===== src/rtl/wb_reg_file_if.sv =====
// Bus between the MEM->WB pipeline register / ID stage and the write-back
// register file. The master drives the pipeline-register outputs and read
// indices; the slave (register file) returns read data and write-back info.
interface wb_reg_file_if #(
  parameter int DATA_W = 32,
  parameter int ADDR_W = 5
);
  logic              WB_EN;
  logic              MEM_R_EN;
  logic [DATA_W-1:0] ALURes;
  logic [DATA_W-1:0] memReadVal;
  logic [ADDR_W-1:0] dest;
  logic [ADDR_W-1:0] src1;
  logic [ADDR_W-1:0] src2;
  logic [DATA_W-1:0] reg1;
  logic [DATA_W-1:0] reg2;
  logic [DATA_W-1:0] wbValue;
  logic [ADDR_W-1:0] wbDest;
  logic              wbWrite;

  modport master (
    output WB_EN, MEM_R_EN, ALURes, memReadVal, dest, src1, src2,
    input  reg1, reg2, wbValue, wbDest, wbWrite
  );

  modport slave (
    input  WB_EN, MEM_R_EN, ALURes, memReadVal, dest, src1, src2,
    output reg1, reg2, wbValue, wbDest, wbWrite
  );
endinterface


===== src/rtl/wb_reg_file.sv =====
// Write-back stage and architectural register file. Selects load data or
// ALU result, commits it to the register file, and serves two combinational
// read ports with optional same-cycle write-through so ID sees the value
// being written this cycle. Register 0 is hardwired to zero.
module wb_reg_file #(
  parameter int DATA_W = 32,
  parameter int ADDR_W = 5,
  parameter bit BYPASS = 1'b1
) (
  input logic           clk,
  input logic           rst,
  wb_reg_file_if.slave  bus
);
  localparam int DEPTH = 2 ** ADDR_W;

  logic [DATA_W-1:0] regs [DEPTH];
  logic [DATA_W-1:0] wb_value;
  logic              wb_write;
  logic [DATA_W-1:0] rd1;
  logic [DATA_W-1:0] rd2;

  // Write-back value select and commit qualification; reset suppresses
  // any commit so a write pending when rst rises is dropped.
  always_comb begin
    wb_value = bus.MEM_R_EN ? bus.memReadVal : bus.ALURes;
    wb_write = bus.WB_EN & (bus.dest != '0) & ~rst;
  end

  // Register array: asynchronous clear, single write port on the rising edge.
  always_ff @(posedge clk or posedge rst) begin
    if (rst) begin
      for (int i = 0; i < DEPTH; i++) begin
        regs[i] <= '0;
      end
    end else if (wb_write) begin
      regs[bus.dest] <= wb_value;
    end
  end

  // Read ports: index 0 and reset force zero; the write-through path only
  // fires on a real commit, so it never leaks a value into register 0.
  always_comb begin
    rd1 = regs[bus.src1];
    rd2 = regs[bus.src2];
    if (BYPASS && wb_write && (bus.src1 == bus.dest)) begin
      rd1 = wb_value;
    end
    if (BYPASS && wb_write && (bus.src2 == bus.dest)) begin
      rd2 = wb_value;
    end
    if (rst || (bus.src1 == '0)) begin
      rd1 = '0;
    end
    if (rst || (bus.src2 == '0)) begin
      rd2 = '0;
    end
  end

  // Outputs toward ID and the EX-stage forwarding unit.
  assign bus.reg1    = rd1;
  assign bus.reg2    = rd2;
  assign bus.wbValue = wb_value;
  assign bus.wbWrite = wb_write;
  assign bus.wbDest  = wb_write ? bus.dest : '0;
endmodule


===== src/flat_wrapper.sv =====
// flat-port wrapper written by rule: the top's interface ports become plain ports
module wb_reg_file_flat 
#(
  parameter int DATA_W = 32,
  parameter int ADDR_W = 5,
  parameter bit BYPASS = 1'b1
)
  (clk, rst, bus_WB_EN, bus_MEM_R_EN, bus_ALURes, bus_memReadVal, bus_dest, bus_src1, bus_src2, bus_reg1, bus_reg2, bus_wbValue, bus_wbDest, bus_wbWrite);
  wb_reg_file_if #(.DATA_W(DATA_W), .ADDR_W(ADDR_W)) bus_i ();
  input logic clk;
  input logic rst;
  input wire logic [$bits(bus_i.WB_EN)-1:0] bus_WB_EN;
  input wire logic [$bits(bus_i.MEM_R_EN)-1:0] bus_MEM_R_EN;
  input wire logic [$bits(bus_i.ALURes)-1:0] bus_ALURes;
  input wire logic [$bits(bus_i.memReadVal)-1:0] bus_memReadVal;
  input wire logic [$bits(bus_i.dest)-1:0] bus_dest;
  input wire logic [$bits(bus_i.src1)-1:0] bus_src1;
  input wire logic [$bits(bus_i.src2)-1:0] bus_src2;
  output wire logic [$bits(bus_i.reg1)-1:0] bus_reg1;
  output wire logic [$bits(bus_i.reg2)-1:0] bus_reg2;
  output wire logic [$bits(bus_i.wbValue)-1:0] bus_wbValue;
  output wire logic [$bits(bus_i.wbDest)-1:0] bus_wbDest;
  output wire logic [$bits(bus_i.wbWrite)-1:0] bus_wbWrite;
  assign bus_i.WB_EN = bus_WB_EN;
  assign bus_i.MEM_R_EN = bus_MEM_R_EN;
  assign bus_i.ALURes = bus_ALURes;
  assign bus_i.memReadVal = bus_memReadVal;
  assign bus_i.dest = bus_dest;
  assign bus_i.src1 = bus_src1;
  assign bus_i.src2 = bus_src2;
  assign bus_reg1 = bus_i.reg1;
  assign bus_reg2 = bus_i.reg2;
  assign bus_wbValue = bus_i.wbValue;
  assign bus_wbDest = bus_i.wbDest;
  assign bus_wbWrite = bus_i.wbWrite;
  wb_reg_file #(.DATA_W(DATA_W), .ADDR_W(ADDR_W), .BYPASS(BYPASS)) u_core (.clk(clk), .rst(rst), .bus(bus_i));
endmodule

===== config.mk =====
export PLATFORM = sky130hd
export DESIGN_NAME = wb_reg_file_flat
export DESIGN_NICKNAME = d
export VERILOG_FILES = /design/src/rtl/wb_reg_file_if.sv /design/src/rtl/wb_reg_file.sv /design/src/flat_wrapper.sv
export SDC_FILE = /design/constraint.sdc
export NUM_CORES = 2
export LEC_CHECK = 0
export CELL_PAD_IN_SITES_DETAIL_PLACEMENT = 1
export CELL_PAD_IN_SITES_GLOBAL_PLACEMENT = 1
export CORE_ASPECT_RATIO = 0.6
export CORE_MARGIN = 3
export CORE_UTILIZATION = 54
export DETAILED_ROUTE_END_ITERATION = 6
export GPL_TIMING_DRIVEN = 0
export PLACE_DENSITY_LB_ADDON = 0.1
export SLEW_MARGIN = 5
export SYNTH_ARGS = -nofsm -noshare
export SYNTH_HDL_FRONTEND = slang
export SYNTH_SLANG_ARGS = --single-unit

===== constraint.sdc =====
create_clock -name clk -period 59.6 [get_ports clk]
set_input_delay 8.94 -clock clk [delete_from_list [all_inputs] [get_ports clk]]
set_output_delay 8.94 -clock clk [all_outputs]
set_load 0.005 [all_outputs]

## Word-level counts from Yosys, hierarchy flattened

Cells that the tools add are included.

| word-level totals | value |
|---|---|
| register bits | 1,024 |
| input bits | 83 |
| output and inout port bits | 102 |

| operators by class | value |
|---|---|
| order comparisons | 4 |
| equal/unequal tests | 2 |
| mux-type cells | 15 |
| bitwise logic cells | 6 |
| reduce and logical (&&, ||, !) cells | 8 |

Operators by type and width:

| kind | count |
|---|---|
| 1024-bit bitwise mux | 1 |
| 32-bit binary-select mux with 5-bit select | 2 |
| 32-bit two-way mux | 10 |
| 32-bit demux with 5-bit select | 1 |
| 6-bit greater-or-equal comparator, second input constant | 3 |
| 5-bit inverter with 6-bit output | 3 |
| 5-bit equality test | 2 |
| 5-bit logical NOT | 2 |
| 6-bit by 1-bit less-than comparator with 1-bit output, second input constant | 1 |
| 5-bit two-way mux | 1 |
| 5-bit nonzero test | 1 |
| 1-bit logical AND | 3 |
| 1-bit AND | 2 |
| 1-bit logical OR | 2 |
| 1-bit inverter | 1 |

## Longest topological paths before layout

| logic depth | value |
|---|---|
| depth after elaboration | 6 |
| gate-level depth with buffers | 9 |
| gate-level depth less buffers | 5 |

## Least setup slack after synthesis

OpenSTA, ideal clock, no wires.

| path | value |
|---|---|
| kind | in2out |
| start point | in rst |
| end point | out bus_reg2[10] |
| data arrival time | 34.561 ns |
| required time | 50.660 ns |
| path slack | 16.099 ns |
| stages on the path | 5 |
| path buffers | 1 |
| cells stage by stage | inv_1 o311ai_1 buf_2 a21oi_1 a221o_1 |

| between the ends | value |
|---|---|
| word-level cells in the longest chain between the ends | 5 |
| elaborated cells between the ends (all ways) | 6 |
| those cells by class | mux (2); bitwise (2); reduce/logical (2) |

Ends and longest elaborated chain:

| item | line | text |
|---|---|---|
| start: declaration | flat_wrapper.sv:11 | `input logic rst;` |
| 1-bit inverter | wb_reg_file.sv:26 | `wb_write = bus.WB_EN & (bus.dest != '0) & ~rst;` |
| 1-bit AND | wb_reg_file.sv:26 |  |
| 1-bit logical AND | wb_reg_file.sv:48 | `if (BYPASS && wb_write && (bus.src2 == bus.dest)) begin` |
| 32-bit two-way mux | wb_reg_file.sv:48 |  |
| 32-bit two-way mux (*) | wb_reg_file.sv:54 | `if (rst \|\| (bus.src2 == '0)) begin` |
| end: declaration | flat_wrapper.sv:20 | `output wire logic [$bits(bus_i.reg2)-1:0] bus_reg2;` |

Mark *: on every way between the ends. The rest lies on a longest branch, timed or not.

## Worst setup path after layout

| path | value |
|---|---|
| start point | in bus_src1[2] |
| end point | out bus_reg1[20] |

| between the ends | value |
|---|---|
| word-level cells in the longest chain between the ends | 6 |
| elaborated cells between the ends (all ways) | 10 |
| those cells by class | eq/ne (1); mux (5); bitwise (1); reduce/logical (3) |

Ends and longest elaborated chain:

| item | line | text |
|---|---|---|
| start: declaration | flat_wrapper.sv:17 | `input wire logic [$bits(bus_i.src1)-1:0] bus_src1;` |
| 5-bit inverter with 6-bit output (not written as such) | wb_reg_file.sv:43 | `rd1 = regs[bus.src1];` |
| 32-bit binary-select mux with 5-bit select | wb_reg_file.sv:43 |  |
| 32-bit two-way mux (not written as such) (2 in series) | wb_reg_file.sv:43 |  |
| 32-bit two-way mux | wb_reg_file.sv:45 | `if (BYPASS && wb_write && (bus.src1 == bus.dest)) begin` |
| 32-bit two-way mux (*) | wb_reg_file.sv:51 | `if (rst \|\| (bus.src1 == '0)) begin` |
| end: declaration | flat_wrapper.sv:19 | `output wire logic [$bits(bus_i.reg1)-1:0] bus_reg1;` |

Mark *: on every way between the ends. The rest lies on a longest branch, timed or not. The select of a mux whose other input is x is not followed.

==> qor.yml <==
worst_hold_slack_ns: 0.490
ioPinCount: 185
finClkSkew_ns: 0
switching_share_pct: 33.7
die_y_microns: 251
rows: 88
top_regs: "u_core.regs (1024)"
post-route-min-period_ns: 23.08
synthArstFlopShare_pct: 100
multiInputGateArea_sq_um: 25700
p_int_mw: 1.37
routed_via_density: 7.99
coreArea_sq_um: 97400
rsz0062_at_grt: "no"
worst_r2r_endpoint: "u_core.regs[861]"
synth_area_sq_um: 53800
hold_depth: 1
clkSinkCount: 1024
cp-end-kind: "output port"
dp_cells: 6481
ctsHoldBuffers: 0
critPathKind: "input pin to output port"
comb_power_share_pct: 22.4
seqCellArea_sq_um: 25600
synthFlopType: "dfrtp_1"
vias: 53500
dr.pass1.iters: 7
p_total_mw: 2.07
place_worst_setup_slack_ns: 37.26
cp-start-kind: "input pin"
power.density_nw_per_um2: 34.0
failed_checks: "capacitance limit, slew limit"
detail_route.wl_per_cell_microns: 44.9
clock_power_share_pct: 33.6
p_leak_nw: 26.3
clockBufferDepth: 3
cts.htree.levels: 3
final_util_pct: 62.6
cts-root-buf: "clkbuf_16"
avgSynthCellArea_sq_um: 10.8
dp_hpwl_mm: 211
grt_pass1_vias: 52700
required_ns: 50.66
cp.arrival_ns: 14.14
drv_cap: 11
synth.top_cell.area_share_pct: 47.6
max_slew.worst_pin.slew_ns: 1.63
ys_warn_count: 0
antenna_found_initial: 34
syn_inst: 4991
outcome: "complete, but fails checks"
max_slew_margin_pct: -8.96
p_sw_mw: 0.698
drive_gt1_share_pct: 13.4
yosys.area.top_type: "dfrtp_1"
min_to: "u_core.regs[1002]"
grt_util_all_layers_pct: 57.6
synth_edf_count: 0
power_frac_seq_pct: 44.1
grt_max_degree: 125
place.gp.congestion: 1.08
numCtsBuffers: 99
yosysSeqAreaShare_pct: 47.6
finalWirelength_mm: 301
netlist_top_cells_area: "dfrtp_1 (48%), mux4_2 (16%), mux2i_1 (6.5%), a21oi_1 (5.4%), o21ai_0 (4.6%)"
drtIter0Drc: 10200
grt_first_pass_wirelength_mm: 411
rr_worst_depth: 2
cp_max_fo: 10
area_growth_pct: 13.4
clk_pin_slew_ns: 0.07
setup_viol: 0
overflow: 0
reg2reg_from: "u_core.regs[861]"
peakVddDrop_v: 0.0000256
stdcell_count: 6700
io_buffers: 172
final-hold-violation-count: 0
drcViolationCount: 0
ctsResizeCount: 0
initial_core_util_pct: 55.2
drv_slew: 104
clock_latency_ns: 0.76
dieWidth_microns: 414
hold_start: "u_core.regs[1002]"
nets: 5362
hold_class: "flip-flop to flip-flop"
synth_nets: 5074
post-route-period-util_pct: 38.7
r2r_setup_slack_ns: 58.71
fillers: 10300
max_freq_mhz: 43.3
yosysUniqueCellTypes: 41
ys_ff_latch: 1024
antenna_left: 0
top_register: "u_core.regs"
design.die.area_sq_um: 104000
setup_ws_ns: 36.52
cts_setup_buffers: 0
largest_register_ffs: 1024
cts_tree: "done"
-- metal layers --
metal  vias to the layer above  track usage [%]  routed length (microns)  share of wire, %
met5                         -             5.22                      745              0.25
li1                      18800                -                        -                 -
met1                     27200             70.8                   103000                34
met2                      5966             70.7                   111000                37
met4                        30             36.4                    24600               8.2
met3                      1543             40.9                    60900                20
-- critical path, stage by stage --
cell,delay [ns]
buf_2,0.22
buf_2,0.64
clkbuf_1,0.96
clkbuf_1,1.08
a211oi_1,0.66
a211oi_1,0.91
a211o_1,0.20
clkdlybuf4s50_1,0.50
-- Yosys cell counts, types with 16 or more instances --
library cell,instances
dfrtp_1,1024
nand2_1,522
inv_1,36
a221o_1,32
mux2i_1,352
a22oi_1,64
buf_4,16
a211o_1,32
a221oi_1,128
o21ai_0,497
a21oi_1,576
nor2_1,496
o21bai_1,64
clkbuf_1,409
buf_2,98
a211oi_1,96
nor2b_1,67
mux4_2,384
-- cell type report --
type                       instances  area share (%)
antenna                           39           0.160
buffer                           552            3.91
clock buffer                     146            4.70
clock inverter                    32           0.804
inverter                          36           0.234
multi-input combinational       3379            42.2
sequential                      1024            42.0
tap                             1305            2.68
timing repair buffer             187            3.34
-- through the flow --
step	TNS [ns]	instance area [sq um]
floorplan	0	53800
global placement	-136.68	57200
detailed placement	0	57500
CTS	0	60900
global route	0	60900
finish	0	61000
-- layout by cell type (no fill, tap or decap), drive strengths merged, types with 67 or more instances in the layout --
master	synthesis	layout
a211oi	96	96
a21oi	576	576
a221oi	128	128
buf	141	156
clkbuf	411	557
clkdlybuf4s50	0	172
dfrtp	1024	1024
mux2i	352	352
mux4	384	384
nand2	522	522
nor2	496	496
nor2b	67	67
o21ai	512	512
-- logic make-up after synthesis --
group / synth area share (%)
mux: 22.6
buf+inv: 4.62
compound gates: 16.6
flops: 47.6
simple gates: 8.35
xor+xnor: 0.163
-- worst max path at each step --
stage,end,depth (start not counted),from
2_1_floorplan,bus_reg2[10],5,rst
3_3_place_gp,bus_reg2[20],7,rst
3_5_place_dp,bus_reg1[20],8,bus_src1[2]
4_1_cts,bus_reg1[20],8,bus_src1[2]
5_1_grt,bus_reg1[20],8,bus_src1[2]
6_report,bus_reg1[20],8,bus_src1[2]
-- power by group through the flow --
stage                     Clock [mW]  Combinational [mW]  Sequential, mW
after floorplan                    0               0.277           0.878
after global placement             0               0.406           0.900
after detailed placement           0               0.428           0.910
after CTS                      0.679               0.436           0.902
after global routing           0.709               0.479           0.919
final                          0.696               0.463           0.913
Note: power is estimated with default switching activity, not from simulation.
